**config.mk**
```make
export PLATFORM = sky130hd
export DESIGN_NAME = nes_mem_arbiter
export DESIGN_NICKNAME = d
export VERILOG_FILES = /design/src/rtl/nes_mem_arbiter.sv
export SDC_FILE = /design/constraint.sdc
export NUM_CORES = 1
export LEC_CHECK = 0
export CELL_PAD_IN_SITES_DETAIL_PLACEMENT = 1
export CELL_PAD_IN_SITES_GLOBAL_PLACEMENT = 1
export CORE_MARGIN = 2
export CORE_UTILIZATION = 39
export DETAILED_ROUTE_END_ITERATION = 12
export PLACE_DENSITY_LB_ADDON = 0.1
export SLEW_MARGIN = 5
export SYNTH_ARGS = -nofsm -noshare
export SYNTH_HDL_FRONTEND = slang
export SYNTH_SLANG_ARGS = --single-unit
export TNS_END_PERCENT = 50
```
**constraint.sdc**
```tcl
create_clock -name clk -period 4.8 [get_ports clk]
set_clock_uncertainty 0.05 [all_clocks]
set_input_delay 0.96 -clock clk [delete_from_list [all_inputs] [get_ports clk]]
set_output_delay 0.96 -clock clk [all_outputs]
set_load 0.05 [all_outputs]
```
**src/rtl/nes_mem_arbiter.sv**
```systemverilog
// Arbitrates the NES CPU and PPU request streams onto one single-port memory:
// latches request pulses, sequences strobe/wait/capture and returns one-cycle acks.
module nes_mem_arbiter #(
    parameter int ADDR_W     = 22,
    parameter int READ_LAT   = 2,
    parameter int MAX_STREAK = 4
) (
    input  logic              clk,
    input  logic              reset,
    input  logic              cpu_req,
    input  logic              cpu_we,
    input  logic [ADDR_W-1:0] cpu_addr,
    input  logic [7:0]        cpu_wdata,
    output logic              cpu_busy,
    output logic              cpu_ack,
    output logic [7:0]        cpu_rdata,
    input  logic              ppu_req,
    input  logic [ADDR_W-1:0] ppu_addr,
    output logic              ppu_busy,
    output logic              ppu_ack,
    output logic [7:0]        ppu_rdata,
    output logic [ADDR_W-1:0] mem_addr,
    output logic              mem_rd,
    output logic              mem_wr,
    output logic [7:0]        mem_wdata,
    input  logic [7:0]        mem_rdata,
    output logic              overrun
);

    localparam int CNT_W = (READ_LAT > 1) ? $clog2(READ_LAT) : 1;
    localparam int ST_W  = $clog2(MAX_STREAK + 1);
    localparam logic [ST_W-1:0]  STREAK_MAX = ST_W'(MAX_STREAK);
    localparam logic [CNT_W-1:0] CNT_LOAD   = CNT_W'(READ_LAT - 1);

    typedef enum logic [1:0] {
        S_IDLE,
        S_ISSUE,
        S_WAIT,
        S_DONE
    } state_t;

    state_t              r_state;
    state_t              w_next;

    logic                r_cpu_busy;
    logic                r_cpu_we;
    logic [ADDR_W-1:0]   r_cpu_addr;
    logic [7:0]          r_cpu_wdata;
    logic                r_ppu_busy;
    logic [ADDR_W-1:0]   r_ppu_addr;
    logic                r_gnt_cpu;
    logic                r_gnt_we;
    logic [ADDR_W-1:0]   r_mem_addr;
    logic [7:0]          r_mem_wdata;
    logic [CNT_W-1:0]    r_cnt;
    logic [ST_W-1:0]     r_streak;
    logic [7:0]          r_cpu_rdata;
    logic [7:0]          r_ppu_rdata;
    logic                r_overrun;

    logic                w_grant;
    logic                w_pick_cpu;
    logic                w_cpu_ack;
    logic                w_ppu_ack;

    // PPU normally wins; the CPU only wins once the PPU has used its streak allowance.
    assign w_grant    = (r_state == S_IDLE) && (r_cpu_busy || r_ppu_busy);
    assign w_pick_cpu = r_cpu_busy && (!r_ppu_busy || (r_streak == STREAK_MAX));
    assign w_cpu_ack  = (r_state == S_DONE) &&  r_gnt_cpu;
    assign w_ppu_ack  = (r_state == S_DONE) && !r_gnt_cpu;

    always_comb begin
        w_next = r_state;
        case (r_state)
            S_IDLE:  if (w_grant) w_next = S_ISSUE;
            S_ISSUE: w_next = r_gnt_we ? S_DONE : S_WAIT;
            S_WAIT:  if (r_cnt == '0) w_next = S_DONE;
            S_DONE:  w_next = S_IDLE;
            default: w_next = S_IDLE;
        endcase
    end

    always_ff @(posedge clk) begin
        if (!reset) begin
            r_state     <= S_IDLE;
            r_cpu_busy  <= 1'b0;
            r_cpu_we    <= 1'b0;
            r_cpu_addr  <= '0;
            r_cpu_wdata <= '0;
            r_ppu_busy  <= 1'b0;
            r_ppu_addr  <= '0;
            r_gnt_cpu   <= 1'b0;
            r_gnt_we    <= 1'b0;
            r_mem_addr  <= '0;
            r_mem_wdata <= '0;
            r_cnt       <= '0;
            r_streak    <= '0;
            r_cpu_rdata <= '0;
            r_ppu_rdata <= '0;
            r_overrun   <= 1'b0;
        end else begin
            r_state <= w_next;

            // A request landing on its own ack cycle refills the slot being freed.
            if (cpu_req) begin
                if (!r_cpu_busy || w_cpu_ack) begin
                    r_cpu_busy  <= 1'b1;
                    r_cpu_we    <= cpu_we;
                    r_cpu_addr  <= cpu_addr;
                    r_cpu_wdata <= cpu_wdata;
                end else begin
                    r_overrun <= 1'b1;
                end
            end else if (w_cpu_ack) begin
                r_cpu_busy <= 1'b0;
            end

            if (ppu_req) begin
                if (!r_ppu_busy || w_ppu_ack) begin
                    r_ppu_busy <= 1'b1;
                    r_ppu_addr <= ppu_addr;
                end else begin
                    r_overrun <= 1'b1;
                end
            end else if (w_ppu_ack) begin
                r_ppu_busy <= 1'b0;
            end

            if (w_grant) begin
                r_gnt_cpu  <= w_pick_cpu;
                r_gnt_we   <= w_pick_cpu && r_cpu_we;
                r_mem_addr <= w_pick_cpu ? r_cpu_addr : r_ppu_addr;
                if (w_pick_cpu) r_mem_wdata <= r_cpu_wdata;
                if (!w_pick_cpu && r_cpu_busy)
                    r_streak <= (r_streak == STREAK_MAX) ? r_streak : r_streak + 1'b1;
                else
                    r_streak <= '0;
            end

            if (r_state == S_ISSUE && !r_gnt_we) r_cnt <= CNT_LOAD;

            if (r_state == S_WAIT) begin
                if (r_cnt == '0) begin
                    if (r_gnt_cpu) r_cpu_rdata <= mem_rdata;
                    else           r_ppu_rdata <= mem_rdata;
                end else begin
                    r_cnt <= r_cnt - 1'b1;
                end
            end
        end
    end

    assign cpu_busy  = r_cpu_busy;
    assign cpu_ack   = w_cpu_ack;
    assign cpu_rdata = r_cpu_rdata;
    assign ppu_busy  = r_ppu_busy;
    assign ppu_ack   = w_ppu_ack;
    assign ppu_rdata = r_ppu_rdata;
    assign mem_addr  = r_mem_addr;
    assign mem_rd    = (r_state == S_ISSUE) && !r_gnt_we;
    assign mem_wr    = (r_state == S_ISSUE) &&  r_gnt_we;
    assign mem_wdata = r_mem_wdata;
    assign overrun   = r_overrun;

endmodule
```
==> impl_metrics.toml <==
[status]
status = "finished, final reports clean"

[worst_setup_path]
cp.arrival_ns = 2.03
r2r-start = "r_state[1]"
end_kind = "output port"
cp.required_ns = 3.79
crit_buf_inv = 1
r2r-end = "r_cpu_wdata[2]"
crit_path_top_delay_cell = "clkdlybuf4s50_1"
critPathLaunchType = "flop"
reg2reg_depth = 6
path_delay_family = "buffers and inverters"
path_class = "reg2out"
crit_chain = "ha_1 -> and2_1 -> clkdlybuf4s50_1"
worstSetupStartpoint = "r_state[1]"
critPathMaxFanout = 5
rrSetupSlack_ns = 2.64
cpPeakStageDelay_ns = 0.80

[grt]
grt_max_degree = 79
grt-busiest-layer = "met2"
grt_pass1_vias = 3820
grt_use_met2_pct = 34.2
grt_overflow_total = 0
antenna_found_initial = 0
groute.usage.overall_pct = 18.6
use_met3_pct = 5.36
met1_usage_pct = 21.2
grt_pass1_wl_microns = 18500

[worst_hold_path]
hold_depth = 2
hold_path.startpoint = "r_cpu_addr[14]"
hold_end = "r_cpu_addr[14]"
hold_path_class = "reg2reg"

[clocking]
post-cts-setup-buffers = 0
clkLatencyLatePin_ns = 0.35
cts_tree = "yes"
cts_resized = 0
max-clock-path-buffers = 2
numCtsBuffers = 9
htreeDepth = 3
clk_pin_slew_worst_paths_ns = 0.06
cts.sink_count = 110
cts_hold_buf = 0
root_buffer = "clkbuf_16"

[placement]
io_buffers = 117
gp_congestion = 0.754
dpl.hpwl_microns = 7740
dp.cells = 712

[final_layout]
final_core_utilization_pct = 53.6
mostFrequentLayoutCells = "clkdlybuf4s50_1 (116), dfxtp_1 (110), nand2_1 (99)"
antennaDiodeCount = 0
final_cell_count_no_fill = 726
fin_nets = 655
layout_commonest_cell = "clkdlybuf4s50_1"
drive_gt1_share_pct = 4.44
area_growth_pct = 32.5

[synth]
ys_warn_count = 0
synthCells = 484
ys_ff_latch = 110
netlist_area_sq_um = 4450
synth_cell_types = 32
synth-seq-area-share_pct = 49.5
avgSynthCellArea_sq_um = 9.19
syn_nets = 556

[timing]
setup_violations = 0
grt_setup_unrepaired = "no"
worstMarginPinSlew_ns = 1.17
tns_ns = 0
fmax_mhz = 329
max_slew_margin_pct = 21.9
slew_violations = 0
hold_viol = 0
whs_ns = 0.406
finalCritPeriodShare_pct = 63.4
fin_crit_ns = 3.04

[run]
drv_cap = 0

[detailed_routing]
drtIter0Drc = 116
vias_per_cell = 4.98
dr.pass1.iters = 4
antenna_left = 0
drc = 0
totalWireLength_microns = 11200
vias = 3619
post_drt_wl_per_cell_microns = 15.4

[power_and_ir_drop]
power.density_nw_per_um2 = 473
total_leakage_power_nw = 2.23
ir_drop_uv = 340
finalPower_w = 0.00279

[floorplan]
core_area_sq_um = 11000
start_util_pct = 40.5
dieHeight_microns = 111
die-area_sq_um = 12300
row_count = 38
io_pins = 118
die_w_microns = 111
-- cells in the mapped netlist --
cell | instances | area (sq um)
o21bai_1 | 1 | 7.51
nand2b_4 | 1 | 13.8
nor2_2 | 1 | 6.26
o21ai_2 | 1 | 8.76
nand3b_1 | 1 | 7.51
nand2_1 | 99 | 372
buf_2 | 14 | 70.1
mux2i_1 | 39 | 390
a21boi_0 | 16 | 120
nand2b_1 | 2 | 12.5
nand3_1 | 10 | 50.1
and2_1 | 4 | 25.0
nor2b_1 | 43 | 269
a21oi_1 | 48 | 240
nor2_1 | 2 | 7.51
inv_1 | 5 | 18.8
nor2b_2 | 2 | 17.5
a21boi_1 | 15 | 113
a21boi_4 | 3 | 56.3
dfxtp_1 | 110 | 2200
o41ai_1 | 1 | 8.76
clkbuf_1 | 12 | 45.0
nor3b_1 | 1 | 7.51
o21ai_0 | 30 | 150
o21a_1 | 5 | 37.5
xor2_1 | 1 | 8.76
or2b_2 | 1 | 8.76
buf_4 | 3 | 22.5
a221oi_1 | 1 | 8.76
a22o_1 | 1 | 8.76
ha_1 | 7 | 87.6
buf_6 | 4 | 45.0
-- per-stage QoR --
stage                     instance area (sq um)  setup WS [ns]
after CTS                                  5890           1.74
final                                      5890           1.76
after global placement                     5640           1.98
after floorplan                            4450           2.50
after global routing                       5890           1.66
after detailed placement                   5640           1.87
-- sequential cells by signal, summed over array words and instances, names as in the netlist, 2 cells and up --
register / flops
cpu_rdata: 8
mem_addr: 22
mem_wdata: 8
ppu_rdata: 8
r_cpu_addr: 22
r_cpu_wdata: 8
r_ppu_addr: 22
r_state: 2
r_streak: 3
-- worst max-delay path by stage --
stage | end | slack [ns] | cells past startpoint
after global routing | mem_rd | 1.66 | 4
after detailed placement | r_ppu_addr[1] | 1.87 | 4
final | cpu_ack | 1.76 | 3
after global placement | r_ppu_addr[14] | 1.98 | 4
after floorplan | mem_rd | 2.50 | 3
after CTS | cpu_ack | 1.74 | 3
-- metal layers --
metal / vias to the layer above / share of wire (%) / wire length (microns)
li1: 1803 / - / -
met1: 1736 / 43 / 4870
met2: 71 / 51 / 5760
met3: 9 / 4.2 / 472
met4: 0 / 0.98 / 110
met5: - / 0 / 0
-- cell type report --
cell class	instances	area, sq um
inverters	5	18.8
clock inverters	2	10.0
fillers	1268	5090
clock buffers	12	246
repair buffers	121	1200
multi-input cells	336	2040
well taps	140	175
flip-flops and latches	110	2200
-- where the power goes --
part           leakage, nW  internal [W]  switching [W]
combinational         1.20      0.000364       0.000628
sequential           0.901       0.00104      0.0000818
clock                0.128      0.000359       0.000313
total                 2.23       0.00177        0.00102
-- logic make-up after synthesis --
family                   synth area share, %
AO/OA/AOI/OAI                           17.1
XOR/XNOR                               0.197
adder cells (fa/ha/maj)                 1.97
buffers and inverters                   4.53
flip-flops                              49.5
multiplexers                            8.78
AND/OR/NAND/NOR                         17.9
-- tightest hold or removal path, delay by kind of cell (launching register included) --
kind | cells | cell delay, ns
flip-flops | 1 | 0.31
AO/OA/AOI/OAI | 1 | 0.05
AND/OR/NAND/NOR | 1 | 0.05
(Power assumes the default switching activity.)
==> variant 1, RTL diff (same flow settings) <==
Change the parameter `ADDR_W` from 22 to 11.
--- a/src/rtl/nes_mem_arbiter.sv
+++ b/src/rtl/nes_mem_arbiter.sv
@@ -1,7 +1,7 @@
 // Arbitrates the NES CPU and PPU request streams onto one single-port memory:
 // latches request pulses, sequences strobe/wait/capture and returns one-cycle acks.
 module nes_mem_arbiter #(
-    parameter int ADDR_W     = 22,
+    parameter int ADDR_W     = 11,
     parameter int READ_LAT   = 2,
     parameter int MAX_STREAK = 4
 ) (
Ports: changed (resized cpu_addr, mem_addr and ppu_addr); port bits go from 118 to 85. The function was not compared with the original's and may differ.
==> variant 1 against the unedited design <==
Setup slack gained 0.011 ns; routed wire length down 34%; design area shrank 29%; maximum frequency is 0.37% higher; sequential cell count fell by 33; total power is 30% lower; area after synthesis down 29%; sequential power fell by 30%.
==> variant 1: results (changes against the unedited design) <==
- Hold crit path type: register to register
- CTS root buffer: clkbuf_8
- Post-CTS Resized: 0 (unchanged)
- CTS buffer count: 9 (unchanged)
- Reg-to-reg endpoint: r_ppu_addr[6]
- Post-Synthesis Net Count: 390 (-30%)
- Arrival time at the worst endpoint: 2.02 ns
- YS warnings: 0 (unchanged)
- Insertion delay to the later sink of the worst-skew pair: 0.35 ns (about the same)
- RePlAce Congestion: 0.6895 (-8.5%)
- Commonest cells in the netlist: 77 x dfxtp_1, 66 x nand2_1, 34 x nor2b_1
- CTS Buffer Depth: 2 (unchanged)
- Max Fclk: 329.8 MHz (+0.37%)
- Filler instances: 911 (-28%)
- Reg clk slew, reported paths: 0.08 ns (+0.02 ns)
- CP Max Fanout: 5 (unchanged)
- Largest net degree at the start of global routing: 53 (-33%)
- Initial antenna violation count: 0 (unchanged)
- Worst-Margin Slew: 1.023 ns (-0.1492 ns)
- Worst vdd ir: 0.1695 mV (-50%)
- Share of layout cells above drive strength 1: 5.714% (+1.3 points)
- DP Wirelength: 5.220 mm (-33%)
- CP Launch Type: register
- Flop2flop setup slack: 2.82 ns (+0.18 ns)
- Worst R2R Path Depth: 5 (-1)
- Pre-antenna DRT Iters: 4 (unchanged)
- Input/output buffers: 84 (-28%)
- Post-CTS setup buffers: 0 (unchanged)
- Setup WS pre-CTS: 2.078 ns (+0.2040 ns)
- Via count: 2530 (-30%)
- First-pass GRT wire length: 12.34 mm (-33%)
- Static Leak: 1.596 nW (-28%)
- Number of global-route vias before repair: 2564 (-33%)
- Critical Path End: cpu_ack
- DRT iter0 DRCs: 50 (-57%)
- Reg-to-Reg Start: r_state[1]
- Final net count: 465 (-29%)
- DR WL/cell: 14.23 um (-7.8%)
- Synth unique cells: 31 (-3.1%)
- Status: completed
- # diodes: 0 (unchanged)
- Asr flop ratio synth: 0% (unchanged)
- Most used flip-flop cell after synthesis: dfxtp_1
- GRT Util Overall: 18.04% (-0.56 points)
- CTS H-Tree Depth: 3 (unchanged)
- Post-synthesis sequential area ratio: 49.16% (-0.36 points)
- Dominant cells by area after synthesis: dfxtp_1 49%, mux2i_1 8.9%, nand2_1 7.9%, nor2b_1 6.8%, a21boi_1 4.8%
-- variant 1: cell types whose count changed in the layout (fill, tap and decap cells not counted), sizes merged, moves of 2 or more --
cell	before	now
nor2b	45	34
a21oi	48	26
clkdlybuf4s50	116	83
clkinvlp	0	2
o21ai	31	20
nand2	99	66
mux2i	39	28
buf	5	2
dfxtp	110	77
a21boi	34	23
-- variant 1: kinds of logic after synthesis --
group	synth area share, %
and+or+nand+nor	19.07
AOI/OAI and AO/OA	15.48
DFF	49.16
muxes	8.939
buffers and inverters	4.270
adders and majority gates	2.793
xor gates and xnor gates	0.2794
-- variant 1: how the worst min path moves through the flow --
| stage | start | end | slack (ns) | depth (start not counted) |
|---|---|---|---|---|
| floorplan | r_ppu_addr[0] | mem_addr[0] | 0.38 | 2 |
| global placement | r_cpu_we | r_gnt_we | 0.39 | 2 |
| detailed placement | r_cpu_wdata[4] | r_cpu_wdata[4] | 0.40 | 2 |
| CTS | r_cpu_we | r_gnt_we | 0.41 | 2 |
| global route | r_cpu_wdata[7] | r_cpu_wdata[7] | 0.43 | 2 |
| finish | r_cpu_we | r_gnt_we | 0.40 | 2 |
-- variant 1: where the power goes --
part	leakage [nW]	internal, mW	switching [mW]
Combinational	0.870	0.253	0.420
Clock	0.0959	0.256	0.242
Sequential	0.630	0.723	0.0578
Total	1.60	1.23	0.720
-- variant 1: layout make-up --
type | count | area, um^2 | share of cell area, %
flip-flops and latches | 77 | 1541 | 36.71
multi-input cells | 237 | 1468 | 34.95
repair buffers | 85 | 843.3 | 20.08
clock buffers | 11 | 141.4 | 3.367
well taps | 102 | 127.6 | 3.039
clock inverters | 5 | 58.81 | 1.400
inverters | 5 | 18.77 | 0.4470
-- variant 1: per-layer routing --
metal	vias up	global-route usage, %	wire [um]
met5	-	0	0
met4	0	7.609	99
met3	9	4.575	344
met2	51	29.56	3485
met1	1192	22.57	3501
li1	1278	-	-
-- variant 1: critical path, stage by stage, from the launching register on --
cell and delay (ns):
dfxtp_1 0.42, ha_1 0.30, and2_1 0.16, clkdlybuf4s50_1 0.79
-- variant 1: through the flow --
step	cell area, um^2	power (mW)	std cells	hold slack, ns
6_report	4199	1.951	522	0.4040
5_1_grt	4199	2.066	522	0.4295
4_1_cts	4199	1.979	522	0.4109
3_5_place_dp	3999	1.474	506	0.3997
3_3_place_gp	3999	1.463	506	0.3917
2_1_floorplan	3136	1.254	340	0.3793
==> variant 2, RTL diff (same flow settings) <==
Made on the original files. Reset style: asynchronous (`reset`), changed in one clocked block.
--- a/src/rtl/nes_mem_arbiter.sv
+++ b/src/rtl/nes_mem_arbiter.sv
@@ -80,7 +80,7 @@
         endcase
     end
 
-    always_ff @(posedge clk) begin
+    always_ff @(posedge clk or negedge reset) begin
         if (!reset) begin
             r_state     <= S_IDLE;
             r_cpu_busy  <= 1'b0;
Function: differs if reset is asserted again (counterexample within 4 cycles, from zero or initial values and one cycle with reset low); with reset held inactive, the same outputs for 4 cycles.
==> variant 2 against the unedited design <==
The flow now finishes with violations (design-rule violations); sequential share of layout area grew 6.8 points; routed wire length fell by 0.44%; non-clock buffer count rose by 2; via count fell by 12%; register-to-register slack worse by 0.53 ns; area after synthesis rose by 4.3%; design area rose by 5.7%; sequential cell count unchanged; first-iteration DRC count decreased by 7.8%; setup slack got worse by 0.0021 ns; critical path type unchanged; largest cell class unchanged.
Power is not compared: it rests on default switching activity, and its combinational part moved more than twofold at a synthesized area within 25%.
==> variant 2: results (changes against the unedited design) <==
- Post-synthesis sequential area ratio: 59.33% (+9.8 points)
- Hold crit path type: register to register
- Status: finished, violations left
- Via density per instance: 5.227 (+4.9%)
- Final net count: 531 (-19%)
- DR DRC count: 9 (+9)
- Worst vdd ir: 0.4448 mV
- Reg clk slew, reported paths: 0.07 ns
- CTS Buffer Depth: 2 (unchanged)
- CTS root buffer: clkbuf_16
- Initial antenna violation count: 0 (unchanged)
- Maxcap violations: 0 (unchanged)
- Post-CTS setup buffers: 0 (unchanged)
- YS warnings: 0 (unchanged)
- CP max stage delay: 0.82 ns (+0.02 ns)
- GRT Util Overall: 18.78% (+0.18 points)
- CTS buffer count: 9 (unchanged)
- # diodes: 0 (unchanged)
- Number of global-route vias before repair: 3539 (-7.4%)
- Most used flip-flop cell after synthesis: dfrtp_1
- Pre-antenna DRT Iters: 9 (+5)
- Top delay family on crit path: buffers and inverters
- Rel. slew slack: 38.22% (+16 points)
- Dominant cells by area after synthesis: dfrtp_1 59%, mux2_2 16%, nand2_1 3.8%, o211ai_1 3.6%, nand4_1 3.0%
- Static Leak: 2.617 nW
- Insertion delay to the later sink of the worst-skew pair: 0.35 ns (about the same)
- CP Max Fanout: 5 (unchanged)
- CTS H-Tree Depth: 3 (unchanged)
- Commonest cells in the netlist: 110 x dfrtp_1, 67 x mux2_2, 47 x nand2_1
- Arrival time at the worst endpoint: 2.04 ns
- DRT iter0 DRCs: 107 (-7.8%)
- First-pass GRT wire length: 18.57 mm (+0.15%)
- Largest net degree at the start of global routing: 44 (-44%)
- DP Wirelength: 7.310 mm (-5.6%)
- Post-Synthesis Net Count: 418 (-25%)
- Asr flop ratio synth: 100.0% (+100 points)
- Crit path max-delay cell type: clkdlybuf4s50_1
- DR WL/cell: 18.39 um (+19%)
- Post-CTS Resized: 0 (unchanged)
- Placed cell areas: 5918 um^2 (+5.0%)
- Synth unique cells: 38 (+19%)
- Input/output buffers: 117 (unchanged)
- Failing checks: design-rule violations
- RePlAce Congestion: 0.7069 (-6.2%)
- Share of layout cells above drive strength 1: 23.06% (+19 points)
==> variant 2: cell types whose count changed after synthesis, moves of 14 or more <==
cell and change:
o21ai_0 -29, mux2_2 +67, dfrtp_1 +110, nand2_1 -52
a21boi_1 -14, o211ai_1 +22, dfxtp_1 -110, nand4_1 +22
nor2b_1 -42, a21oi_1 -48, mux2i_1 -39, a21boi_0 -16
==> variant 2: per-layer routing <==
metal	track usage, %	part of all wire, %	up-vias	routed length, um
li1	-	-	1461	-
met5	0	0	-	0
met1	24.18	45	1611	4969
met3	5.517	5.5	11	614
met4	4.634	1.1	0	123
met2	31.38	49	90	5455
==> variant 2: path summary, 6_finish.rpt <==
path,end,startpoint,slack [ns],cells after the start
setup reg to reg,mem_addr[10],r_state[0],2.11,6
min in group asynchronous,cpu_rdata[1],reset,0.52,1
hold reg to reg,overrun,overrun,0.43,2
setup / recovery,mem_rd,r_state[1],1.75,4
max in group asynchronous,r_ppu_addr[7],reset,3.22,2
hold / removal,overrun,overrun,0.43,2
==> variant 2: logic make-up after synthesis <==
kind of cell / count (synthesis) / synth area share (%)
buffers and inverters: 27 / 2.940
AND/OR/NAND/NOR: 85 / 9.412
AO/OA/AOI/OAI: 37 / 6.365
flip-flops: 110 / 59.33
adder cells (fa/ha/maj): 7 / 1.888
multiplexers: 80 / 20.06
==> variant 2: power breakdown <==
group          total (mW)  switching [mW]  internal, mW
Clock               0.773           0.340         0.433
Combinational        2.40            1.42         0.982
Sequential           1.66           0.275          1.39
==> variant 2: final cells by class <==
cell class              instances  area, um^2
inverters                       6       22.52
multi-input cells             209        1750
fillers                      1202        5289
repair buffers                123        1214
flip-flops and latches        110        2753
well taps                     143       178.9
clock inverters                 5       56.30
clock buffers                  11       252.7
==> variant 2: worst register-to-register path: cells and delay by family (launching register included) <==
family | cells | cell delay (ns)
compound gates | 2 | 0.98
fa+ha+maj | 1 | 0.52
buf+inv | 2 | 0.50
flops | 1 | 0.43
simple gates | 1 | 0.14
==> variant 2: stage by stage <==
stage          hold WS, ns  utilization, %  setup WS [ns]  std cells
6_report            0.4285           54.07          1.754        607
4_1_cts             0.4390           54.07          1.721        607
3_3_place_gp        0.4034           51.39          2.166        591
5_1_grt             0.4484           54.07          1.612        607
3_5_place_dp        0.4179           51.39          2.084        591
2_1_floorplan       0.4080               -          2.413        346
